**config.mk**
```make
export PLATFORM = sky130hd
export DESIGN_NAME = pcs_rx_link_ctrl
export DESIGN_NICKNAME = d
export VERILOG_FILES = /design/src/rtl/pcs_rx_link_ctrl.sv
export SDC_FILE = /design/constraint.sdc
export NUM_CORES = 1
export LEC_CHECK = 0
export ABC_AREA = 1
export ABC_CLOCK_PERIOD_IN_PS = 1700
export CAP_MARGIN = 5
export CELL_PAD_IN_SITES_DETAIL_PLACEMENT = 1
export CELL_PAD_IN_SITES_GLOBAL_PLACEMENT = 2
export CORE_MARGIN = 2
export CORE_UTILIZATION = 23
export CTS_BUF_LIST = sky130_fd_sc_hd__clkbuf_16
export DETAILED_ROUTE_END_ITERATION = 10
export HOLD_SLACK_MARGIN = 0.12
export PLACE_DENSITY = 0.84
export SLEW_MARGIN = 20
export SYNTH_ARGS = -nofsm -noshare
export SYNTH_HDL_FRONTEND = slang
export SYNTH_SLANG_ARGS = --single-unit
```
**constraint.sdc**
```tcl
create_clock -name clk -period 1.7 [get_ports clk]
set_input_delay 0.51 -clock clk [delete_from_list [all_inputs] [get_ports clk]]
set_output_delay 0.51 -clock clk [all_outputs]
set_load 0.05 [all_outputs]
```
**src/rtl/pcs_rx_link_ctrl.sv**
```systemverilog
`default_nettype none
// ============================================================================
// Module   : pcs_rx_link_ctrl
// Brief    : PCS receive link bring-up / supervision FSM with sync-header
//            BER monitor; pulses per-lane restart on any lock loss.
// Build    : define PCS_RX_LINK_CTRL_BER_EN to build the BER monitor and
//            err_cnt_o; otherwise hi_ber_o/err_cnt_o are tied low.
// Revision : 1.0 - initial release
// ============================================================================
module pcs_rx_link_ctrl #(
    parameter int IS_10G         = 0,
    parameter int LANE_N         = (IS_10G != 0) ? 1 : 4,
    parameter int HEAD_W         = 2,
    parameter int WINDOW_CYC     = 19531,
    parameter int BER_THRESH     = 16,
    parameter int HOLDOFF_CYC    = 1024,
    parameter int AM_TIMEOUT_CYC = 65536
) (
    input  logic                     clk,
    input  logic                     reset,
    input  logic [LANE_N-1:0]        serdes_lock_v_i,
    input  logic [LANE_N-1:0]        hdr_v_i,
    input  logic [LANE_N*HEAD_W-1:0] head_i,
    input  logic [LANE_N-1:0]        bs_lock_v_i,
    input  logic [LANE_N-1:0]        am_lock_v_i,
    output logic [LANE_N-1:0]        restart_o,
    output logic                     link_up_o,
    output logic                     hi_ber_o,
    output logic [7:0]               err_cnt_o,
    output logic [2:0]               state_o
);

    localparam int c_tmr_max = (HOLDOFF_CYC > AM_TIMEOUT_CYC) ? HOLDOFF_CYC : AM_TIMEOUT_CYC;
    localparam int c_tmr_w   = $clog2(c_tmr_max + 1);

    localparam logic [c_tmr_w-1:0] c_holdoff_last = c_tmr_w'(HOLDOFF_CYC - 1);
    localparam logic [c_tmr_w-1:0] c_am_last      = c_tmr_w'(AM_TIMEOUT_CYC - 1);

    typedef enum logic [2:0] {
        ST_RESET       = 3'd0,
        ST_WAIT_SERDES = 3'd1,
        ST_WAIT_BLOCK  = 3'd2,
        ST_WAIT_AM     = 3'd3,
        ST_LINK_UP     = 3'd4,
        ST_RESTART     = 3'd5
    } state_t;

    state_t              r_state;
    state_t              w_state_nxt;
    logic [c_tmr_w-1:0]  r_tmr;
    logic                r_link_up;
    logic [LANE_N-1:0]   r_restart;

    logic w_serdes_all;
    logic w_bs_all;
    logic w_am_all;
    logic w_am_fault;
    logic w_hi_ber;
    logic w_fault;

    assign w_serdes_all = &serdes_lock_v_i;
    assign w_bs_all     = &bs_lock_v_i;
    assign w_am_all     = &am_lock_v_i;
    // A 10G path has no alignment markers, so AM lock can never fault it.
    assign w_am_fault   = (IS_10G == 0) && !w_am_all;

    always_comb begin
        w_fault = 1'b0;
        case (r_state)
            ST_WAIT_BLOCK: w_fault = !w_serdes_all;
            ST_WAIT_AM:    w_fault = !w_serdes_all || !w_bs_all;
            ST_LINK_UP:    w_fault = !w_serdes_all || !w_bs_all || w_am_fault || w_hi_ber;
            default:       w_fault = 1'b0;
        endcase
    end

    // Fault is evaluated first so that it wins over forward progress.
    always_comb begin
        w_state_nxt = r_state;
        if (w_fault) begin
            w_state_nxt = ST_RESTART;
        end else begin
            case (r_state)
                ST_RESET: w_state_nxt = ST_WAIT_SERDES;
                ST_WAIT_SERDES: begin
                    if (w_serdes_all) w_state_nxt = ST_WAIT_BLOCK;
                end
                ST_WAIT_BLOCK: begin
                    if (w_bs_all) w_state_nxt = (IS_10G != 0) ? ST_LINK_UP : ST_WAIT_AM;
                end
                ST_WAIT_AM: begin
                    if (w_am_all)                w_state_nxt = ST_LINK_UP;
                    else if (r_tmr == c_am_last) w_state_nxt = ST_RESTART;
                end
                ST_LINK_UP: w_state_nxt = ST_LINK_UP;
                ST_RESTART: begin
                    if (r_tmr == c_holdoff_last) w_state_nxt = ST_WAIT_SERDES;
                end
                default: w_state_nxt = ST_RESET;
            endcase
        end
    end

    always_ff @(posedge clk or posedge reset) begin
        if (reset) begin
            r_state   <= ST_RESET;
            r_link_up <= 1'b0;
            r_restart <= '0;
        end else begin
            r_state   <= w_state_nxt;
            r_link_up <= (w_state_nxt == ST_LINK_UP);
            r_restart <= {LANE_N{w_state_nxt == ST_RESTART}};
        end
    end

    // Shared timer: zeroed on every state change, only counts where it is read.
    always_ff @(posedge clk or posedge reset) begin
        if (reset) begin
            r_tmr <= '0;
        end else if (w_state_nxt != r_state) begin
            r_tmr <= '0;
        end else if (r_state == ST_RESTART || r_state == ST_WAIT_AM) begin
            r_tmr <= r_tmr + c_tmr_w'(1);
        end
    end

    assign state_o   = r_state;
    assign link_up_o = r_link_up;
    assign restart_o = r_restart;

`ifdef PCS_RX_LINK_CTRL_BER_EN
    localparam int c_inc_w = $clog2(LANE_N + 1);
    localparam int c_ber_w = $clog2(BER_THRESH + 1);
    localparam int c_sum_w = $clog2(BER_THRESH + LANE_N + 1);
    localparam int c_win_w = $clog2(WINDOW_CYC + 1);

    localparam logic [c_win_w-1:0] c_win_last = c_win_w'(WINDOW_CYC - 1);
    localparam logic [c_sum_w-1:0] c_thresh   = c_sum_w'(BER_THRESH);

    logic [LANE_N-1:0]   w_bad;
    logic [c_inc_w-1:0]  w_inc;
    logic [c_sum_w-1:0]  w_sum;
    logic                w_over;
    logic                w_ber_active;
    logic [8:0]          w_err_sum;
    logic [c_win_w-1:0]  r_win;
    logic [c_ber_w-1:0]  r_ber_cnt;
    logic                r_hi_ber;
    logic [7:0]          r_err_cnt;

    generate
        for (genvar l = 0; l < LANE_N; l++) begin : g_lane
            logic [HEAD_W-1:0] w_head;
            assign w_head   = head_i[l*HEAD_W +: HEAD_W];
            assign w_bad[l] = hdr_v_i[l] && ((w_head == '0) || (w_head == '1));
        end
    endgenerate

    always_comb begin
        w_inc = '0;
        for (int l = 0; l < LANE_N; l++) begin
            w_inc = w_inc + c_inc_w'(w_bad[l]);
        end
    end

    assign w_sum        = c_sum_w'(r_ber_cnt) + c_sum_w'(w_inc);
    assign w_over       = (w_sum >= c_thresh);
    assign w_ber_active = (r_state == ST_WAIT_AM) || (r_state == ST_LINK_UP);

    // Wrap-cycle errors belong to the closing window before the reload.
    always_ff @(posedge clk or posedge reset) begin
        if (reset) begin
            r_win     <= '0;
            r_ber_cnt <= '0;
            r_hi_ber  <= 1'b0;
        end else if (!w_ber_active) begin
            r_win     <= '0;
            r_ber_cnt <= '0;
            r_hi_ber  <= 1'b0;
        end else if (r_win == c_win_last) begin
            r_win     <= '0;
            r_ber_cnt <= '0;
            r_hi_ber  <= w_over;
        end else begin
            r_win     <= r_win + c_win_w'(1);
            r_ber_cnt <= w_over ? c_ber_w'(BER_THRESH) : c_ber_w'(w_sum);
            if (w_over) r_hi_ber <= 1'b1;
        end
    end

    assign w_err_sum = {1'b0, r_err_cnt} + 9'(w_inc);

    always_ff @(posedge clk or posedge reset) begin
        if (reset) begin
            r_err_cnt <= '0;
        end else if (w_state_nxt == ST_WAIT_SERDES && r_state != ST_WAIT_SERDES) begin
            r_err_cnt <= '0;
        end else if (r_state == ST_LINK_UP) begin
            r_err_cnt <= w_err_sum[8] ? 8'hFF : w_err_sum[7:0];
        end
    end

    assign w_hi_ber  = r_hi_ber;
    assign hi_ber_o  = r_hi_ber;
    assign err_cnt_o = r_err_cnt;
`else
    logic w_unused_ber;
    assign w_unused_ber = ^{hdr_v_i, head_i, WINDOW_CYC[0], BER_THRESH[0]};

    assign w_hi_ber  = 1'b0;
    assign hi_ber_o  = 1'b0;
    assign err_cnt_o = '0;
`endif

endmodule
`default_nettype wire

```
==> results.md, run 1 <==
- CTS tree: built
- Boundary Pins: 43
- Max VDD drop: 1162 uV
- Finished Layout Cells: 334
- CP Capture Type: flop
- Failing checks: negative setup slack
- Largest net degree at the start of global routing: 23
- Count leader, synth: nand2_1
- DR WL met3: 75 microns
- Setup TNS: -3523 ps
- CTS Buffer Depth: 2
- Initial DRC count: 36
- Final WS setup: -219.4 ps
- Total number of yosys warnings: 0
- Residual DRC: 0
- RD Place Congestion: 0.7366
- Clock-pin slew on the worst setup and hold paths: 70 ps
- Slew Viols, Final: 0
- Gr ovfl total: 0
- CTS buffer count: 3
- Die H: 83.85 microns
- Share of cells above drive strength 1: 42.41%
- Highest clock rate: 0.5210 GHz
- Unrepaired setup endpoints after global routing: yes
- Critical path class: reg2reg
- CP cell instances: ha_4 -> nand3_2 -> nor2_4 -> nand4_1 -> nor2_1 -> ha_2 -> inv_2 -> nand3_2 -> nand3_2 -> nand3_2 -> a21boi_2 -> nand3_4 -> clkbuf_16 -> nor2_2
- Vias in the first global route: 1,515
- Top FF cell, synth: dfrtp_1
- Clock Latency Late Sink: 260 ps
- DR vias/cell: 4.117
- Pwr dens: 1520 nW/um^2
- Asr flop ratio synth: 100.0%
- Via count: 1,375
- Core area: 6241 sq um
- Die width: 83.85 microns
- Max layer used: met4
- Crit-path most repeated cell: nand3_2
- Drt pass-1 iters: 4
- Port bufs: 21
- Final setup fails: 18
- # placed instances: 322
- H-tree depth: 1
- Total GRT Usage: 11.81%
- Initial antenna violation count: 0
- Row count: 29
- Cell taking the most area after synthesis: dfrtp_1
- Syn-to-layout area delta: 61.09%
- Post-Route Skew: 8.585 ps
- Crit-path leading delay family: simple AND/OR/NAND/NOR gates
- Synth Register Bits: 22
- Synthesized area per cell: 7.759 sq um
- Starting Density: 23.50%
- Fin nets: 286
- Slowest cell on the critical path: dfrtp_1
- Hold Buf Count CTS: 0
- Post-synth top cells: nand2_1 (44), dfrtp_1 (22), inv_1 (22), nor2_1 (22)
- Hold Violations, Final: 0
- Mapped Cells: 189
- Final Util: 37.85%
- Final wirelength: 4047 microns
- Pleak: 1.117 nW
- Synth top area share: 37.54%
- First-pass GRT wire length: 6817 microns
- Drt wl/cell: 12.12 microns
- Slowest stage delay, CP: 410 ps
- Post-synth EDFFs: 0
- DIE AREA: 7030 sq um
- ANT cells: 0
- Met2 wire len: 2143 microns
- Root Driver: clkbuf_16
- Data required, critical path: 1890 ps
- Top area cells in the synthesized netlist: dfrtp_1 (38%), nand2_1 (11%), buf_4 (6.1%)
- DRT antenna net count: 0
- Outcome: finished, violations left
- Critical path arrival: 2110 ps
- Post-layout min period: 1919 ps
- Worst Path Buf+Inv: 2
- Distinct cells, synth: 27
- Worst hold slack: 592.2 ps
- WL met1: 1792 microns
- Mapped cell area: 1466 sq um
- Startpoint types: flop
- Part of the Yosys area used for sequential elements: 37.54%
- Post-DP HPWL: 3008 microns
- CTS sink count: 22
- Max_cap viols: 0
- CP max FO: 7
- Min-Delay Path Class: in2async
- Fin crit share: 112.9%
==> sequential cells by signal, indices dropped and copies added (netlist names) <==
| register | cells |
|---|---|
| restart_o | 1 |
| state_o | 3 |
| link_up_o | 1 |
| r_tmr | 17 |
==> layout by cell type (no fill, tap or decap) <==
cell type / n
nor2_4: 3
inv_1: 21
nand3_4: 1
ha_2: 1
nand3_1: 6
nand3_2: 6
a21boi_2: 1
a21oi_2: 1
dfrtp_1: 20
mux2i_1: 1
xnor2_1: 3
dfrtp_2: 2
o21ai_0: 1
xor2_1: 10
o21bai_1: 1
buf_4: 46
clkbuf_16: 4
nand2_4: 1
nor2_1: 12
inv_2: 4
nand2_2: 6
conb_1: 9
a21oi_1: 3
mux2_2: 1
nand4_1: 6
clkdlybuf4s50_1: 13
nor3b_4: 1
nand2_1: 41
or2_1: 1
bufinv_16: 1
buf_12: 9
ha_4: 1
nor2_2: 20
==> per-stage QoR <==
stage | area, sq um | power [mW] | worst slack (ps)
after floorplan | 1531 | 1.819 | -128.8
after global placement | 2126 | 2.604 | -442.5
after detailed placement | 2126 | 2.668 | -487.3
after CTS | 2280 | 3.416 | -238.0
after global routing | 2362 | 3.785 | -357.8
final | 2362 | 3.592 | -219.4
==> worst paths after layout <==
check	startpoint	end	slack [ps]	cells after the start
max	r_tmr[0]	r_tmr[10]	-220	14
min	reset	r_tmr[15]	590	3
max reg2reg	r_tmr[0]	r_tmr[10]	-220	14
min reg2reg	r_tmr[16]	r_tmr[16]	650	4
max in group asynchronous	reset	state_o[0]	850	3
min in group clk	r_tmr[16]	r_tmr[16]	650	4
==> tightest hold or removal path: cells and delay by family <==
family,cells,cell delay (ps)
buffers and inverters,3,740
==> report_power, final <==
group          leakage [nW]  internal [mW]  switching, mW
Combinational         0.771           1.05           1.16
Clock                0.0511          0.468          0.202
Sequential            0.296          0.590          0.123
==> what timing repair did <==
action | 4_1_cts | 5_1_grt
gates resized for setup | 5 | 10
pin swaps | 1 | 1
endpoints found under the setup margin | 19 | 21
setup buffers | 3 | 4
cloned | 0 | 1
==> final cells by class <==
class | count | area (sq um)
clock inverters | 1 | 30.03
fillers | 757 | 3879
inverters | 25 | 93.84
repair buffers | 69 | 680.7
flip-flops and latches | 22 | 553.0
multi-input cells | 137 | 833.3
clock buffers | 3 | 75.07
well taps | 77 | 96.34
==> kinds of logic after synthesis <==
group / count (synthesis) / share of synthesized area (%)
adders and majority gates: 2 / 1.706
DFF: 22 / 37.54
muxes: 2 / 1.450
and+or+nand+nor: 104 / 34.98
xor gates and xnor gates: 13 / 7.765
AOI/OAI and AO/OA: 7 / 2.986
other: 1 / 0.2557
buffers and inverters: 38 / 13.31
==> metal layers <==
metal / up-vias / global-route usage [%]
li1: 697 / -
met1: 659 / 14.31
met2: 17 / 21.67
met4: 0 / 3.519
met5: - / 0
met3: 2 / 1.484
Note: power is estimated with default switching activity, not from simulation.
==> run 2: changes to the inputs <==
- CORE_ASPECT_RATIO: unset -> 1.25
==> run 2 against run 1 <==
Effect of this change:
- the flow still finishes with violations (negative setup slack)
- die area about the same
- sequential share of layout area decreased by 0.52 points
- sequential power decreased by 2%
- global-route usage increased by 0.72 points
- critical path depth unchanged
- first-iteration DRC count increased by 31%
- wire length decreased by 1.4%
- fmax decreased by 3.1%
- non-clock buffer count unchanged
- power increased by 2.4%
- largest power group unchanged
- highest routed layer unchanged
==> results.md, run 2 (same netlist as run 1, synthesis figures left out) <==
- Boundary Pins: 43 (unchanged)
- Fin nets: 286 (unchanged)
- Highest clock rate: 0.5048 GHz (-3.1%)
- Reg2reg path depth: 14 (unchanged)
- Max VDD drop: 744.8 uV (-36%)
- Clock Latency Late Sink: 260 ps (about the same)
- Final wirelength: 3992 microns (-1.4%)
- CTS tree: built
- Outcome: finished, violations left
- Starting Density: 23.78% (+0.29 points)
- First-pass GRT wire length: 6727 microns (-1.3%)
- Unrepaired setup endpoints after global routing: yes
- Data required, critical path: 1890 ps (about the same)
- Design Area, Final: 2416 sq um (+2.3%)
- Crit-path most repeated cell: nand3_2
- Min-Delay Path Class: in2async
- Die H: 93.28 microns (+11%)
- Final WS setup: -281.0 ps (-61.60 ps)
- FF-to-FF End: r_tmr[11]
- Post-DP HPWL: 2891 microns (-3.9%)
- CP max FO: 8 (+1)
- Initial antenna violation count: 0 (unchanged)
- Placement Setup Slack: -534.9 ps (-47.65 ps)
- Core area: 6166 sq um (-1.2%)
- Critical path class: reg2reg
- Root Driver: clkbuf_16
- Hold Buf Count CTS: 0 (unchanged)
- CTS buffer count: 3 (unchanged)
- Post-Route Skew: 3.790 ps (-4.795 ps)
- Pleak: 1.119 nW (+0.14%)
- Initial DRC count: 47 (+31%)
- Drt pass-1 iters: 4 (unchanged)
- Via count: 1,399 (+1.7%)
- DRT antenna net count: 0 (unchanged)
- Slowest cell on the critical path: dfrtp_1
- Residual DRC: 0 (unchanged)
- Total GRT Usage: 12.52% (+0.72 points)
- Critical path arrival: 2170 ps (+60 ps)
- DR vias/cell: 4.091 (-0.63%)
- CP Capture Type: flop
- R2R Setup Slk: -280 ps (-60 ps)
- Failing checks: negative setup slack
- H-tree depth: 1 (unchanged)
- Hold Violations, Final: 0 (unchanged)
- Max reg flops: 17 (unchanged)
- Clock-pin slew on the worst setup and hold paths: 60 ps (about the same)
- Vias in the first global route: 1,577 (+4.1%)
- Placed Area: 2128 sq um (+0.12%)
- Gr ovfl total: 0 (unchanged)
- Port bufs: 21 (unchanged)
- Pwr dens: 1522 nW/um^2 (about the same)
- Worst setup path start: r_tmr[1]
- Fin crit share: 116.5% (+3.6 points)
- Share of cells above drive strength 1: 42.80% (+0.39 points)
- Die width: 75.42 microns (-10%)
- Syn-to-layout area delta: 64.76%
- Max_cap viols: 0 (unchanged)
- Slowest stage delay, CP: 390 ps (-20 ps)
- Commonest non-fill, non-tap cells in the layout: buf_4 (46), nand2_1 (40), inv_1 (21)
- Row count: 32 (+10%)
- Worst r2r src: r_tmr[1]
- DIE AREA: 7035 sq um (about the same)
- Reg with most FFs: r_tmr
- Final setup fails: 20 (+2)
- Drt wl/cell: 11.67 microns (-3.7%)
- Largest net degree at the start of global routing: 23 (unchanged)
- Slew Viols, Final: 0 (unchanged)
- CP cell instances: ha_2 -> nand3_2 -> nor2_4 -> nand4_1 -> nor2_1 -> ha_2 -> inv_2 -> nand3_2 -> nand3_2 -> nand3_2 -> a21boi_2 -> nand3_4 -> buf_16 -> nor2_4
- Most common cell after layout, fill and taps aside: buf_4
- Filler Cell Count: 758 (+0.13%)
- CTS sink count: 22 (unchanged)
- RD Place Congestion: 0.7768 (+5.5%)
- Post-layout min period: 1981 ps (+61.60 ps)
- Crit path capture: r_tmr[11]
- CTS Buffer Depth: 2 (unchanged)
- Startpoint types: flop
- ANT cells: 0 (unchanged)
## run 2: cell count changes in the layout (fill, tap and decap cells not counted), sizes merged
| cell | before | now |
|---|---|---|
| clkbuf | 4 | 3 |
| buf | 55 | 56 |
## run 2: layout make-up
| class | count | area, sq um | area share (%) |
|---|---|---|---|
| multi-input cells | 137 | 874.6 | 36.20 |
| repair buffers | 69 | 683.2 | 28.28 |
| flip-flops and latches | 22 | 553.0 | 22.89 |
| well taps | 85 | 106.4 | 4.402 |
| inverters | 25 | 93.84 | 3.884 |
| clock buffers | 3 | 75.07 | 3.107 |
| clock inverters | 1 | 30.03 | 1.243 |
## run 2: critical path: cells and delay by family (launching register included)
family                   cells  cell delay, ps
AO/OA/AOI/OAI                1             200
AND/OR/NAND/NOR              9             710
buffers and inverters        2             240
flip-flops                   1             390
adder cells (fa/ha/maj)      2             360
## run 2: metal layers
metal | GRT usage [%] | wire length [microns]
met1 | 12.47 | 1483
met3 | 1.940 | 106
met5 | 0 | 0
met2 | 25.43 | 2360
met4 | 3.070 | 41
## run 2: repair_timing
action	in CTS	in global routing
setup endpoints to repair	19	21
gates cloned	1	0
buffers inserted	6	2
pin swaps	2	4
resized for setup	16	9
## run 2: report_power, final
| part | leakage (nW) | switching [mW] | internal [mW] |
|---|---|---|---|
| Clock | 0.0511 | 0.195 | 0.468 |
| Sequential | 0.296 | 0.107 | 0.591 |
| Combinational | 0.772 | 1.27 | 1.05 |
| Total | 1.12 | 1.57 | 2.11 |
## run 2: worst min path at each step
stage / startpoint / endpoint / slack, ps
finish: reset / r_tmr[7] / 600
global route: reset / r_tmr[7] / 640
CTS: reset / r_tmr[7] / 610
detailed placement: r_tmr[9] / r_tmr[9] / 640
global placement: r_tmr[9] / r_tmr[9] / 620
floorplan: reset / link_up_o / 500
## run 2: metrics by stage
step	util [%]	TNS (ps)	hold WS (ps)	total power, mW	instances
detailed placement	34.52	-9467	635.1	2.608	329
CTS	38.37	-4245	610.6	3.652	340
floorplan	-	-1268	499.1	1.819	197
finish	39.18	-4437	595.9	3.677	342
global route	39.18	-7064	635.3	3.900	342
global placement	34.52	-8427	620.3	2.555	329
==> run 3: changes to the inputs <==
- CORE_UTILIZATION: 23 -> 24
- CTS_BUF_LIST: sky130_fd_sc_hd__clkbuf_16 -> sky130_fd_sc_hd__clkbuf_2
- PLACE_DENSITY: 0.84 -> 0.87
- SKIP_CTS_REPAIR_TIMING: unset -> 1
==> run 3 against run 2 <==
Effect of this change:
- cell count fell by 0.58%
- critical path depth did not move
- fmax rose by 0.42%
- first-iteration DRC count fell by 2.1%
- worst setup slack improved by 8.3 ps
- sequential power rose by 1%
- cell area fell by 5.5%
- hold slack got worse by 120 ps
- critical endpoint is now r_tmr[4]
- the run still ends with negative setup slack left
- global-route usage fell by 0.80 points
- clock skew rose by 2.4 ps
- via count rose by 0.14%
- sequential share of layout area rose by 1.5 points
==> results.md, run 3 (same netlist as run 1, synthesis figures left out) <==
- Syn-to-layout area delta: 55.63%
- Startpoint types: flop
- Filler Cell Count: 698 (-7.9%)
- First-pass GRT wire length: 6244 microns (-7.2%)
- Placed Area: 2152 sq um (+1.1%)
- Fin crit share: 116.0% (-0.49 points)
- Pwr dens: 1343 nW/um^2 (-12%)
- Final WS setup: -272.7 ps (+8.317 ps)
- Max_cap viols: 0 (unchanged)
- Worst r2r src: r_tmr[1]
- Gr ovfl total: 0 (unchanged)
- Min-Delay Path Class: in2async
- CP Capture Type: flop
- Slowest cell on the critical path: dfrtp_1
- Max reg flops: 17 (unchanged)
- Commonest non-fill, non-tap cells in the layout: nand2_1 (44), buf_4 (43), inv_1 (21)
- Initial antenna violation count: 0 (unchanged)
- Slowest stage delay, CP: 440 ps (+50 ps)
- Final setup fails: 21 (+5.0%)
- Port bufs: 21 (unchanged)
- Slew Viols, Final: 0 (unchanged)
- Highest clock rate: 0.5069 GHz (+0.42%)
- WL met1: 1372 microns (-7.5%)
- CP cell instances: ha_2 -> nand3_4 -> nor2_4 -> nand4_1 -> nor2_1 -> ha_2 -> inv_2 -> nand3_2 -> nand3_2 -> nand3_2 -> a21boi_2 -> nand3_4 -> buf_12 -> nor2_1
- Most common cell after layout, fill and taps aside: nand2_1
- Drt pass-1 iters: 4 (unchanged)
- Max layer used: met4
- H-tree depth: 1 (unchanged)
- Initial DRC count: 46 (-2.1%)
- ANT cells: 0 (unchanged)
- Post-DP HPWL: 3035 microns (+5.0%)
- Die H: 91.40 microns (-2.0%)
- Fin nets: 287 (+0.35%)
- Boundary Pins: 43 (unchanged)
- DR WL met3: 72 microns (-32%)
- Final wirelength: 3698 microns (-7.4%)
- DR vias/cell: 4.121 (+0.73%)
- Starting Density: 25.04% (+1.3 points)
- CTS Buffer Depth: 2 (unchanged)
- Vias in the first global route: 1,471 (-6.7%)
- Residual DRC: 0 (unchanged)
- Setup TNS: -4663 ps (-225.4 ps)
- Total GRT Usage: 11.72% (-0.80 points)
- Crit-path most repeated cell: nand3_2
- Core area: 5857 sq um (-5.0%)
- Drt wl/cell: 10.88 microns (-6.8%)
- Critical path class: reg2reg
- DRT antenna net count: 0 (unchanged)
- Post-layout min period: 1973 ps (-8.317 ps)
- CTS buffer count: 3 (unchanged)
- Pleak: 1.091 nW (-2.5%)
- Clock-pin slew on the worst setup and hold paths: 210 ps (+150 ps)
- DIE AREA: 6755 sq um (-4.0%)
- Root Driver: clkbuf_2
- Max VDD drop: 757.2 uV (+1.7%)
- CP max FO: 8 (unchanged)
- Outcome: finished, violations left
- RD Place Congestion: 0.7785 (+0.22%)
- Hold Violations, Final: 0 (unchanged)
- Row count: 31 (-3.1%)
- Clock Latency Late Sink: 330 ps (+70 ps)
- Reg with most FFs: r_tmr
- Design Area, Final: 2282 sq um (-5.5%)
- Share of cells above drive strength 1: 41.09% (-1.7 points)
- CTS sink count: 22 (unchanged)
- Via count: 1,401 (+0.14%)
- Die width: 73.92 microns (-2.0%)
- Critical path arrival: 2260 ps (+90 ps)
- Post-Route Skew: 6.215 ps (+2.425 ps)
- Power consumption: 3.066 mW (-17%)
- Finished Layout Cells: 340 (-0.58%)
- # placed instances: 328 (-0.30%)
- Met2 wire len: 2204 microns (-6.6%)
- Worst setup path start: r_tmr[1]
- Unrepaired setup endpoints after global routing: yes
- CTS tree: built
- Failing checks: negative setup slack
- Largest net degree at the start of global routing: 23 (unchanged)
- Data required, critical path: 1980 ps (+90 ps)
## run 3: cell count changes in the layout (fill, tap and decap cells not counted), sizes merged
cell / previous run / this run
buf: 56 / 57
bufinv: 1 / 0
clkbuf: 3 / 4
## run 3: worst paths after layout
check	cells after the start	slack, ps	to
max	14	-270	r_tmr[4]
min	3	470	r_tmr[2]
max reg2reg	14	-270	r_tmr[4]
min reg2reg	4	660	r_tmr[16]
max in group asynchronous	3	990	state_o[1]
min in group clk	4	660	r_tmr[16]
## run 3: worst max-delay path, delay by kind of cell, from the launching register on
| kind | cells | cell delay (ps) |
|---|---|---|
| and+or+nand+nor | 9 | 690 |
| DFF | 1 | 440 |
| adders and majority gates | 2 | 380 |
| buffers and inverters | 2 | 210 |
| AOI/OAI and AO/OA | 1 | 200 |
## run 3: area by class of cell
| cell class | count | area [sq um] | share of cell area [%] |
|---|---|---|---|
| inverters | 25 | 93.84 | 4.112 |
| multi-input cells | 137 | 812.0 | 35.58 |
| well taps | 82 | 102.6 | 4.496 |
| flip-flops and latches | 22 | 555.5 | 24.34 |
| clock buffers | 4 | 20.02 | 0.8772 |
| repair buffers | 70 | 698.2 | 30.59 |
## run 3: routing by layer
layer  up-vias  global-route usage, %
met3         4                 0.5549
met5         -                      0
li1        698                      -
met2        24                  22.62
met4         0                  4.697
met1       675                  12.69
## run 3: power breakdown
part | leakage, nW | switching [mW] | internal [mW]
Sequential | 0.294 | 0.113 | 0.596
Clock | 0.0166 | 0.161 | 0.0622
Combinational | 0.781 | 1.13 | 1.01
Total | 1.09 | 1.40 | 1.66
## run 3: per-stage QoR
stage / hold slack, ps / util, % / setup WS (ps)
floorplan: 499.1 / - / -128.8
global placement: 613.7 / 36.74 / -416.1
detailed placement: 635.4 / 36.74 / -489.5
CTS: 465.2 / 37.09 / -331.2
global route: 499.4 / 38.97 / -405.1
finish: 473.8 / 38.97 / -272.7
